===== src/rtl/config_ctx_regfile.sv =====
// rtl/config_ctx_regfile.sv - multi-context lane register file for the CGRA tile config memory
// Masked loader writes over valid/ready, registered read of the active context, lock and switch control.
module config_ctx_regfile #(
   parameter int WIDTH     = 16,
   parameter int NUM_LANES = 9,
   parameter int NUM_CTX   = 4,
   localparam int CTX_W    = $clog2(NUM_CTX)
) (
   input  logic                 clk,
   input  logic                 reset,
   input  logic                 wr_valid,
   output logic                 wr_ready,
   input  logic [CTX_W-1:0]     wr_ctx,
   input  logic [NUM_LANES-1:0] wr_mask,
   input  logic [WIDTH-1:0]     w_data [NUM_LANES],
   input  logic                 lock,
   output logic                 wr_ack,
   output logic                 wr_err,
   input  logic                 sw_req,
   input  logic [CTX_W-1:0]     sw_ctx,
   output logic                 sw_done,
   output logic [CTX_W-1:0]     active_ctx,
   output logic [WIDTH-1:0]     r_data [NUM_LANES],
   output logic [NUM_CTX-1:0]   ctx_valid
);

   typedef enum logic [2:0] {S_IDLE, S_WR, S_ACK, S_SW, S_SWD} state_t;

   state_t               state;
   logic [WIDTH-1:0]     mem     [NUM_CTX][NUM_LANES];
   logic [NUM_LANES-1:0] written [NUM_CTX];
   logic [CTX_W-1:0]     cap_ctx;
   logic [NUM_LANES-1:0] cap_mask;
   logic [WIDTH-1:0]     cap_data [NUM_LANES];
   logic                 refuse;

   assign wr_ready = (state == S_IDLE) && !reset;

   always_comb begin
      ctx_valid = '0;
      for (int c = 0; c < NUM_CTX; c++)
         ctx_valid[c] = &written[c];
   end

   always_ff @(posedge clk) begin
      if (reset) begin
         state      <= S_IDLE;
         active_ctx <= '0;
         wr_ack     <= 1'b0;
         wr_err     <= 1'b0;
         sw_done    <= 1'b0;
         cap_ctx    <= '0;
         cap_mask   <= '0;
         refuse     <= 1'b0;
         for (int c = 0; c < NUM_CTX; c++) begin
            written[c] <= '0;
            for (int l = 0; l < NUM_LANES; l++)
               mem[c][l] <= '0;
         end
         for (int l = 0; l < NUM_LANES; l++) begin
            r_data[l]   <= '0;
            cap_data[l] <= '0;
         end
      end else begin
         wr_ack  <= 1'b0;
         wr_err  <= 1'b0;
         sw_done <= 1'b0;
         for (int l = 0; l < NUM_LANES; l++)
            r_data[l] <= mem[active_ctx][l];

         case (state)
            S_IDLE: begin
               // A pending write wins; sw_req is a level and is picked up on a later IDLE cycle.
               if (wr_valid) begin
                  cap_ctx  <= wr_ctx;
                  cap_mask <= wr_mask;
                  for (int l = 0; l < NUM_LANES; l++)
                     cap_data[l] <= w_data[l];
                  refuse <= lock && (wr_ctx == active_ctx);
                  state  <= S_WR;
               end else if (sw_req) begin
                  active_ctx <= sw_ctx;
                  state      <= S_SW;
               end
            end
            S_WR: begin
               if (!refuse) begin
                  for (int l = 0; l < NUM_LANES; l++)
                     if (cap_mask[l])
                        mem[cap_ctx][l] <= cap_data[l];
                  written[cap_ctx] <= written[cap_ctx] | cap_mask;
               end
               wr_ack <= !refuse;
               wr_err <= refuse;
               state  <= S_ACK;
            end
            S_ACK: state <= S_IDLE;
            S_SW: begin
               sw_done <= 1'b1;
               state   <= S_SWD;
            end
            S_SWD:   state <= S_IDLE;
            default: state <= S_IDLE;
         endcase
      end
   end

endmodule


===== config.mk =====
export PLATFORM = sky130hd
export DESIGN_NAME = config_ctx_regfile
export DESIGN_NICKNAME = d
export VERILOG_FILES = /design/src/rtl/config_ctx_regfile.sv
export SDC_FILE = /design/constraint.sdc
export NUM_CORES = 1
export LEC_CHECK = 0
export ABC_CLOCK_PERIOD_IN_PS = 8000
export CAP_MARGIN = 15
export CORE_MARGIN = 2
export CORE_UTILIZATION = 45
export DETAILED_ROUTE_END_ITERATION = 8
export GPL_ROUTABILITY_DRIVEN = 0
export PLACE_DENSITY = 0.72
export RECOVER_POWER = 25
export SLEW_MARGIN = 30
export SYNTH_ARGS = -nofsm -noshare
export SYNTH_HDL_FRONTEND = slang
export SYNTH_SLANG_ARGS = --single-unit
export TNS_END_PERCENT = 20

===== constraint.sdc =====
create_clock -name clk -period 8 [get_ports clk]
set_input_delay 1.6 -clock clk [delete_from_list [all_inputs] [get_ports clk]]
set_output_delay 1.6 -clock clk [all_outputs]
set_load 0.03 [all_outputs]

* After elaboration in Yosys (flattened, before gate mapping)
Memory sizes are Yosys's and may differ from the RTL's. A register that Yosys moved wholly into a read port is not among the register bits.
Index checks and enable logic that the tools add are counted.
** Operators by class
- Reductions and logical operators :: 14
- Bitwise gates (word level) :: 12
- Multiplexer cells :: 76
- Equal/unequal tests :: 4
** Operators by type and width (count)
- 144-bit 2-to-1 mux :: 1
- 16-bit 2-to-1 mux :: 9
- 144-bit OR reduction :: 1
- 1-bit 2-to-1 mux :: 57
- 9-bit AND reduction :: 4
- 9-bit 2-to-1 mux :: 2
- 1-bit OR :: 9
- 9-bit OR :: 1
- 3-bit case mux with 3 select lines :: 1
- 9-bit OR reduction :: 1
- 2-bit 2-to-1 mux :: 4
- 3-bit 2-to-1 mux :: 2
- 3-bit by 1-bit equality test with 1-bit output (second input constant) :: 1
- 3-bit by 2-bit equality test with 1-bit output (second input constant) :: 1
- 3-bit zero test :: 1
- 3-bit != test (second input constant) :: 1
- 3-bit AND reduction :: 1
- 2-bit equality test :: 1
- 1-bit logical AND :: 2
- 1-bit zero test :: 2
- 1-bit NOT :: 2
- 2-bit AND reduction :: 1
- 2-bit OR reduction :: 1
** Storage, ports and cells
- Word-level logic and storage cells :: 117
- Memories :: 3
- Flip-flop bits (word level) :: 20
- RAM bits :: 756
- Output and inout bits :: 154
** Memory list
- mem :: words 4, bits a word 144, rd ports 1, clocked after Yosys merged registers in 1, wr ports 4, RTL line 30 : logic [WIDTH-1:0] mem [NUM_CTX][NUM_LANES];
- cap_data :: words 9, bits a word 16, rd ports 9, clocked after Yosys merged registers in 0, wr ports 9, RTL line 34 : logic [WIDTH-1:0] cap_data [NUM_LANES];
- written :: words 4, bits a word 9, rd ports 5, clocked after Yosys merged registers in 1, wr ports 4, RTL line 31 : logic [NUM_LANES-1:0] written [NUM_CTX];

* Longest topological paths before layout
Gate-level depths: netlist (run 1).
- Depth after elaboration :: 7
- Gate-level depth with buffers :: 6
- Mapped depth without buffers :: 3

* Worst setup path after synthesis (run 1)
Ideal clock, no wire load.
- Path type :: input to register
- Start point :: input port reset
- End point :: memory cap_data[0][0] (enable)
- Arrival time :: 5.324 ns
- Stages on the path :: 5
- Slack :: 2.180 ns
- Required time :: 7.504 ns
- Path through :: clkbuf_1 clkbuf_1 a21oi_1 clkbuf_1 inv_1
** RTL lines
- from (decl) :: RTL line 10 : input logic reset,
- to (decl) :: RTL line 34

==> flow_summary.toml, run 1 <==
[status]
status = "complete, but fails checks"
violations = "capacitance limit, slew limit"

[pwr]
vdd.ir_drop.worst_mv = 0.169
p_leak_nw = 16.1
p_switching_mw = 2.44
switching_share_pct = 22.5
p_int_mw = 8.39
clkPwrFrac_pct = 40.9
cellPowerDensity_mw_per_mm2 = 248
power_frac_seq_pct = 51.8
power_frac_comb_pct = 7.3

[route]
drt_pre_antenna_iters = 5
vias_per_cell = 5.35
vias = 20000
dr.first_iter.drc_count = 1602
detail-route-antenna-nets = 0
post-route-drc-count = 0
drt-total-wl_mm = 82.7
wl_per_cell_um = 22.1

[clocking]
path_clk_slew_ns = 0.06
clockRootBuffer = "clkbuf_16"
postCtsHoldBufs = 0
clk_latency_ns = 0.66
h-tree-depth = 3
cts_sinks = 922
numCtsBuffers = 93
cts_tree = "yes"
cts_buffer_depth = 3
cts_setup_buffers = 0
cts_resized = 0

[worst_setup_path]
cp_data_required_time_ns = 8.59
critPathMaxFanout = 80
cp-start-kind = "input pin"
worst_setup_path_end_kind = "flip-flop"
crit_arrival_ns = 6.43
critical_path_class = "input pin to flip-flop"
r2r_slack_ns = 2.48

[die]
initial_core_util_pct = 45.4
core_mm2 = 0.0804
chipHeight_um = 289
rows = 104
pin_count = 316
die_area_mm2 = 0.0834
die_x_um = 289

[logic_synthesis]
ys_seq_elements = 922
avgSynthCellArea_um2 = 15.6
synth_area_leaders = "edfxtp_1 62%, mux4_2 9.4%, dfxtp_1 9.1%, and2_1 6.0%, and3_1 3.8%"
synthArstFlopShare_pct = 0
syn_nets = 2504
synth_edf_count = 756
syn_area_mm2 = 0.0365
yosysUniqueCellTypes = 45
synth_top_flop_cell = "edfxtp_1"
netlist.area_leader.share_pct = 62.2
yosysSeqAreaShare_pct = 71.3
syn_inst = 2342
ys_warn_count = 0
yosys.area.top_type = "edfxtp_1"

[timing]
slew_viol_final = 443
grt_setup_unrepaired = "false"
max_clock_freq_mhz = 171
max_slew_margin_pct = -120
tns_ns = 0
fin_worst_skew_ns = 0.0297
min_period_ns = 5.85
finalSetupViolCount = 0
timing.final.ws_setup_ns = 2.15
finalHoldViolCount = 0
worstMarginPinSlew_ns = 3.30
finalCritPeriodShare_pct = 73.1

[grt]
grtUsageMet3_pct = 3.35
use_met2_pct = 33.4
grtUsageTotal_pct = 19.7
gr-usage-met1_pct = 25.6
grt_remaining_overflow = 0
grt_busiest_layer = "met2"
grt_pass1_vias = 20800
antenna_found_initial = 3
grt_pass1_wl_mm = 123
grt_max_degree = 120

[placement]
post-dp-hpwl_mm = 51.9
port_buffers = 315
pre_cts_slack_ns = 2.98

[cells_and_area]
drive_gt1_share_pct = 13.6
mostFrequentLayoutCells = "756 x edfxtp_1, 328 x and2_1, 313 x clkdlybuf4s50_1, 219 x and3_1, 211 x nor2_1"
fillers = 6306
final_common_cell = "edfxtp_1"
nNetsFinal = 2770
syn_to_final_growth_pct = 19.7

[job]
drv_cap = 11

[hold_path]
worstHoldPathType = "flip-flop to flip-flop"
[metal layers]
metal / part of all wire [%] / vias up
li1: - / 9064
met1: 40 / 10100
met2: 50 / 725
met3: 7.0 / 136
met4: 3.0 / 4
met5: 0.030 / -
[worst max-delay path: stages]
cell and delay, ns:
clkbuf_1 1.95, clkbuf_1 2.02, and2_1 0.63, a22o_1 0.21
[layout make-up]
type / instances / area, um^2 / share of cell area (%)
inverters: 2 / 12.5 / 0.0286
multi-input cells: 1247 / 9850 / 22.5
well taps: 1060 / 1330 / 3.03
clock buffers: 131 / 2730 / 6.24
flip-flops and latches: 922 / 26000 / 59.5
repair buffers: 342 / 3360 / 7.68
clock inverters: 42 / 415 / 0.950
diodes: 1 / 2.50 / 0.00572
[sequential cells by signal (all words and copies together), names as in the netlist, named ones only]
signal,flops
refuse,1
sw_done,1
cap_mask,9
wr_err,1
mem,576
cap_ctx,2
r_data,144
active_ctx,2
state,3
wr_ack,1
cap_data,144
written,36
[final timing paths]
path | to | start | cells past startpoint
max | flip-flop | wr_valid | 4
min | cap_mask[5]$_SDFFE_PP0P_ | cap_mask[5]$_SDFFE_PP0P_ | 1
max reg2reg | r_data[63]$_SDFF_PP0_ | active_ctx[0]$_SDFFE_PP0P_ | 4
min reg2reg | cap_mask[5]$_SDFFE_PP0P_ | cap_mask[5]$_SDFFE_PP0P_ | 1
[cells by family after synthesis]
logic type	count (synthesis)	synth area share (%)
flip-flops	922	71.3
AO/OA/AOI/OAI	30	0.658
AND/OR/NAND/NOR	1059	16.6
multiplexers	156	9.52
buffers and inverters	173	1.88
XOR/XNOR	2	0.0480
[synthesized netlist by cell type (3+ instances only)]
library cell and n:
a21o_1 14, a22o_1 11, and2_1 353, and3_1 219, buf_1 6, buf_2 20, buf_4 3, clkbuf_1 140
dfxtp_1 166, edfxtp_1 756, mux2i_1 3, mux4_2 153, nand2_1 55, nand2b_1 8, nand3_1 4, nand4_1 4
nor2_1 213, nor2b_1 146, nor3_1 5, nor4bb_1 3, or2_2 22, or4b_1 3
[power groups by stage]
stage	combinational, mW	sequential, mW	clock [mW]
final	0.793	5.61	4.42
after global routing	0.846	5.64	4.67
after floorplan	0.393	5.71	0
after global placement	0.785	5.70	0
after CTS	0.802	5.61	4.49
after detailed placement	0.798	5.71	0
[stage by stage]
step / cell area [um^2] / std cells / power (mW) / utilization (%) / hold slack, ns
after floorplan: 36500 / 2342 / 6.11 / - / 0.465
after global placement: 40600 / 3567 / 6.48 / 50.4 / 0.498
after detailed placement: 40600 / 3571 / 6.51 / 50.5 / 0.505
after CTS: 43800 / 3744 / 10.9 / 54.4 / 0.523
after global routing: 43700 / 3746 / 11.1 / 54.4 / 0.558
final: 43700 / 3747 / 10.8 / 54.4 / 0.523
No activity file was read; power rests on OpenSTA's default activity.
==> inputs of run 2 (changes only) <==
- ABC_CLOCK_PERIOD_IN_PS: 8000 -> 5300
- PLACE_DENSITY: 0.72 -> 0.74
- clock period: 8 -> 5.3 ns (I/O delays scaled with it)
==> run 2 against run 1 <==
The flow still finishes with violations (capacitance limit, slew limit). Sequential power up 51%. Register-to-register slack worse by 1.5 ns. First-iteration DRC count up 8.1%. Clock power up 51%. Count of clock-buffer cells in the layout up 10. Global-route usage up 0.29 points. Cell count up 0.40%. Routed wire length up 1.3%. Combinational power up 50%. Hold slack better by 0.022 ns. Core utilization about the same.
==> flow_summary.toml, run 2 (synthesis gave the netlist of run 1 again) <==
[status]
status = "complete, but fails checks"
violations = "capacitance limit, slew limit"

[timing]
slew_viol_final = 352
worstMarginPinSlew_ns = 3.02
max_clock_freq_mhz = 232
tns_ns = 0
finalHoldViolCount = 0
grt_setup_unrepaired = "false"
finalCritPeriodShare_pct = 81.2
min_period_ns = 4.30
max_slew_margin_pct = -101
finalSetupViolCount = 0
fin_worst_skew_ns = 0.0218

[cells_and_area]
final_common_cell = "edfxtp_1"
syn_to_final_growth_pct = 19.9
nNetsFinal = 2776
drive_gt1_share_pct = 13.4
top_regs = "mem: 576 flops, cap_data: 144 flops, r_data: 144 flops"
mostFrequentLayoutCells = "756 x edfxtp_1, 313 x clkdlybuf4s50_1, 296 x and2_1, 219 x and3_1, 212 x nor2_1"
largest_register_ffs = 576
max_flop_register = "mem"

[clocking]
postCtsHoldBufs = 0
numCtsBuffers = 96
cts_sinks = 922
cts_setup_buffers = 0
h-tree-depth = 3
cts_buffer_depth = 3
cts_tree = "yes"
clk_latency_ns = 0.65
cts_resized = 0
path_clk_slew_ns = 0.06
clockRootBuffer = "clkbuf_16"

[worst_setup_path]
cpLargestDelayFamily = "flip-flops"
worst-path-stages = 1
crit_arrival_ns = 3.24
reg2reg_depth = 4
critical_path_class = "flip-flop to output pin"
cp-start-kind = "flip-flop"
r2r_end = "mem[1][109]$_SDFFCE_PN0P_"
r2r-start = "state[1]$_SDFFE_PP0P_"
cp_data_required_time_ns = 4.24
critPathMaxFanout = 37
crit_path_top_delay_cell = "dfxtp_1"
path_cells = "clkdlybuf4s50_1"
path_buf_inv = 1
r2r_slack_ns = 1.01
max_stage_delay_ns = 1.65
worst_setup_path_end_kind = "output pin"

[die]
rows = 104
pin_count = 316
initial_core_util_pct = 45.4
core_mm2 = 0.0804
chipHeight_um = 289
die_x_um = 289
die_area_mm2 = 0.0834

[grt]
grt_remaining_overflow = 0
grt_pass1_wl_mm = 125
grt_pass1_vias = 21100
grtUsageTotal_pct = 20.0
grt_max_degree = 155
antenna_found_initial = 3

[route]
post-route-drc-count = 0
drt-total-wl_mm = 83.8
vias_per_cell = 5.33
detail-route-antenna-nets = 0
drt_pre_antenna_iters = 7
wl_per_cell_um = 22.3
dr.first_iter.drc_count = 1732
vias = 20100

[pwr]
vdd.ir_drop.worst_mv = 0.225
total_power_mw = 16.3
cellPowerDensity_mw_per_mm2 = 373
p_leak_nw = 16.1

[hold_path]
worstHoldPathType = "flip-flop to flip-flop"
min-delay-start = "cap_mask[5]$_SDFFE_PP0P_"
hold_end = "cap_mask[5]$_SDFFE_PP0P_"
worstHoldPathCells = 1

[placement]
port_buffers = 315
post-dp-hpwl_mm = 52.3

[job]
drv_cap = 8
## run 2: cell count changes in the layout (fill, tap and decap cells not counted), moves of 4 or more
cell      previous run  this run
and2_0              25        57
inv_4                2         7
clkbuf_1            30        39
clkinv_2            18        10
and2_1             328       296
buf_4               13        17
## run 2: cell type report
class | count | area [um^2]
diodes | 4 | 10.0
clock buffers | 141 | 2760
clock inverters | 41 | 403
fillers | 6296 | 36600
inverters | 2 | 15.0
multi-input cells | 1247 | 9860
flip-flops and latches | 922 | 26000
well taps | 1060 | 1330
repair buffers | 345 | 3370
## run 2: through the flow
| stage | instances | hold WS, ns | worst slack (ns) | instance area, um^2 | util, % |
|---|---|---|---|---|---|
| final | 3762 | 0.545 | 0.996 | 43800 | 54.4 |
| after CTS | 3758 | 0.554 | 1.72 | 43800 | 54.5 |
| after detailed placement | 3576 | 0.533 | 1.57 | 40700 | 50.6 |
| after global placement | 3574 | 0.542 | 1.68 | 40600 | 50.5 |
| after global routing | 3758 | 0.578 | 0.850 | 43800 | 54.4 |
| after floorplan | 2342 | 0.465 | 0.0202 | 36500 | - |
## run 2: how the worst max path moves through the flow
stage	start	to	slack, ns
3_5_place_dp	reset	mem[2][53]$_SDFFCE_PN0P_	1.57
5_1_grt	state[1]$_SDFFE_PP0P_	mem[1][109]$_SDFFCE_PN0P_	0.85
4_1_cts	written[3][3]$_DFFE_PP_	ctx_valid[3]	1.72
3_3_place_gp	reset	mem[0][97]$_SDFFCE_PN0P_	1.68
2_1_floorplan	reset	cap_data[0][0]$_SDFFCE_PN0P_	0.02
6_report	active_ctx[1]$_SDFFE_PP0P_	active_ctx[1]	1.0
## run 2: layer usage
metal | part of all wire [%] | up-vias | wire (um) | GRT usage [%]
li1 | - | 9097 | - | -
met1 | 40 | 10200 | 33700 | 25.8
met2 | 51 | 613 | 42800 | 34.6
met3 | 6.2 | 111 | 5170 | 3.20
met4 | 2.4 | 0 | 2020 | 6.68
met5 | 0 | - | 0 | 0
## run 2: where the power goes
group	internal, mW	switching [mW]	total (mW)
Sequential	8.23	0.247	8.48
Combinational	0.516	0.672	1.19
Clock	3.88	2.79	6.66
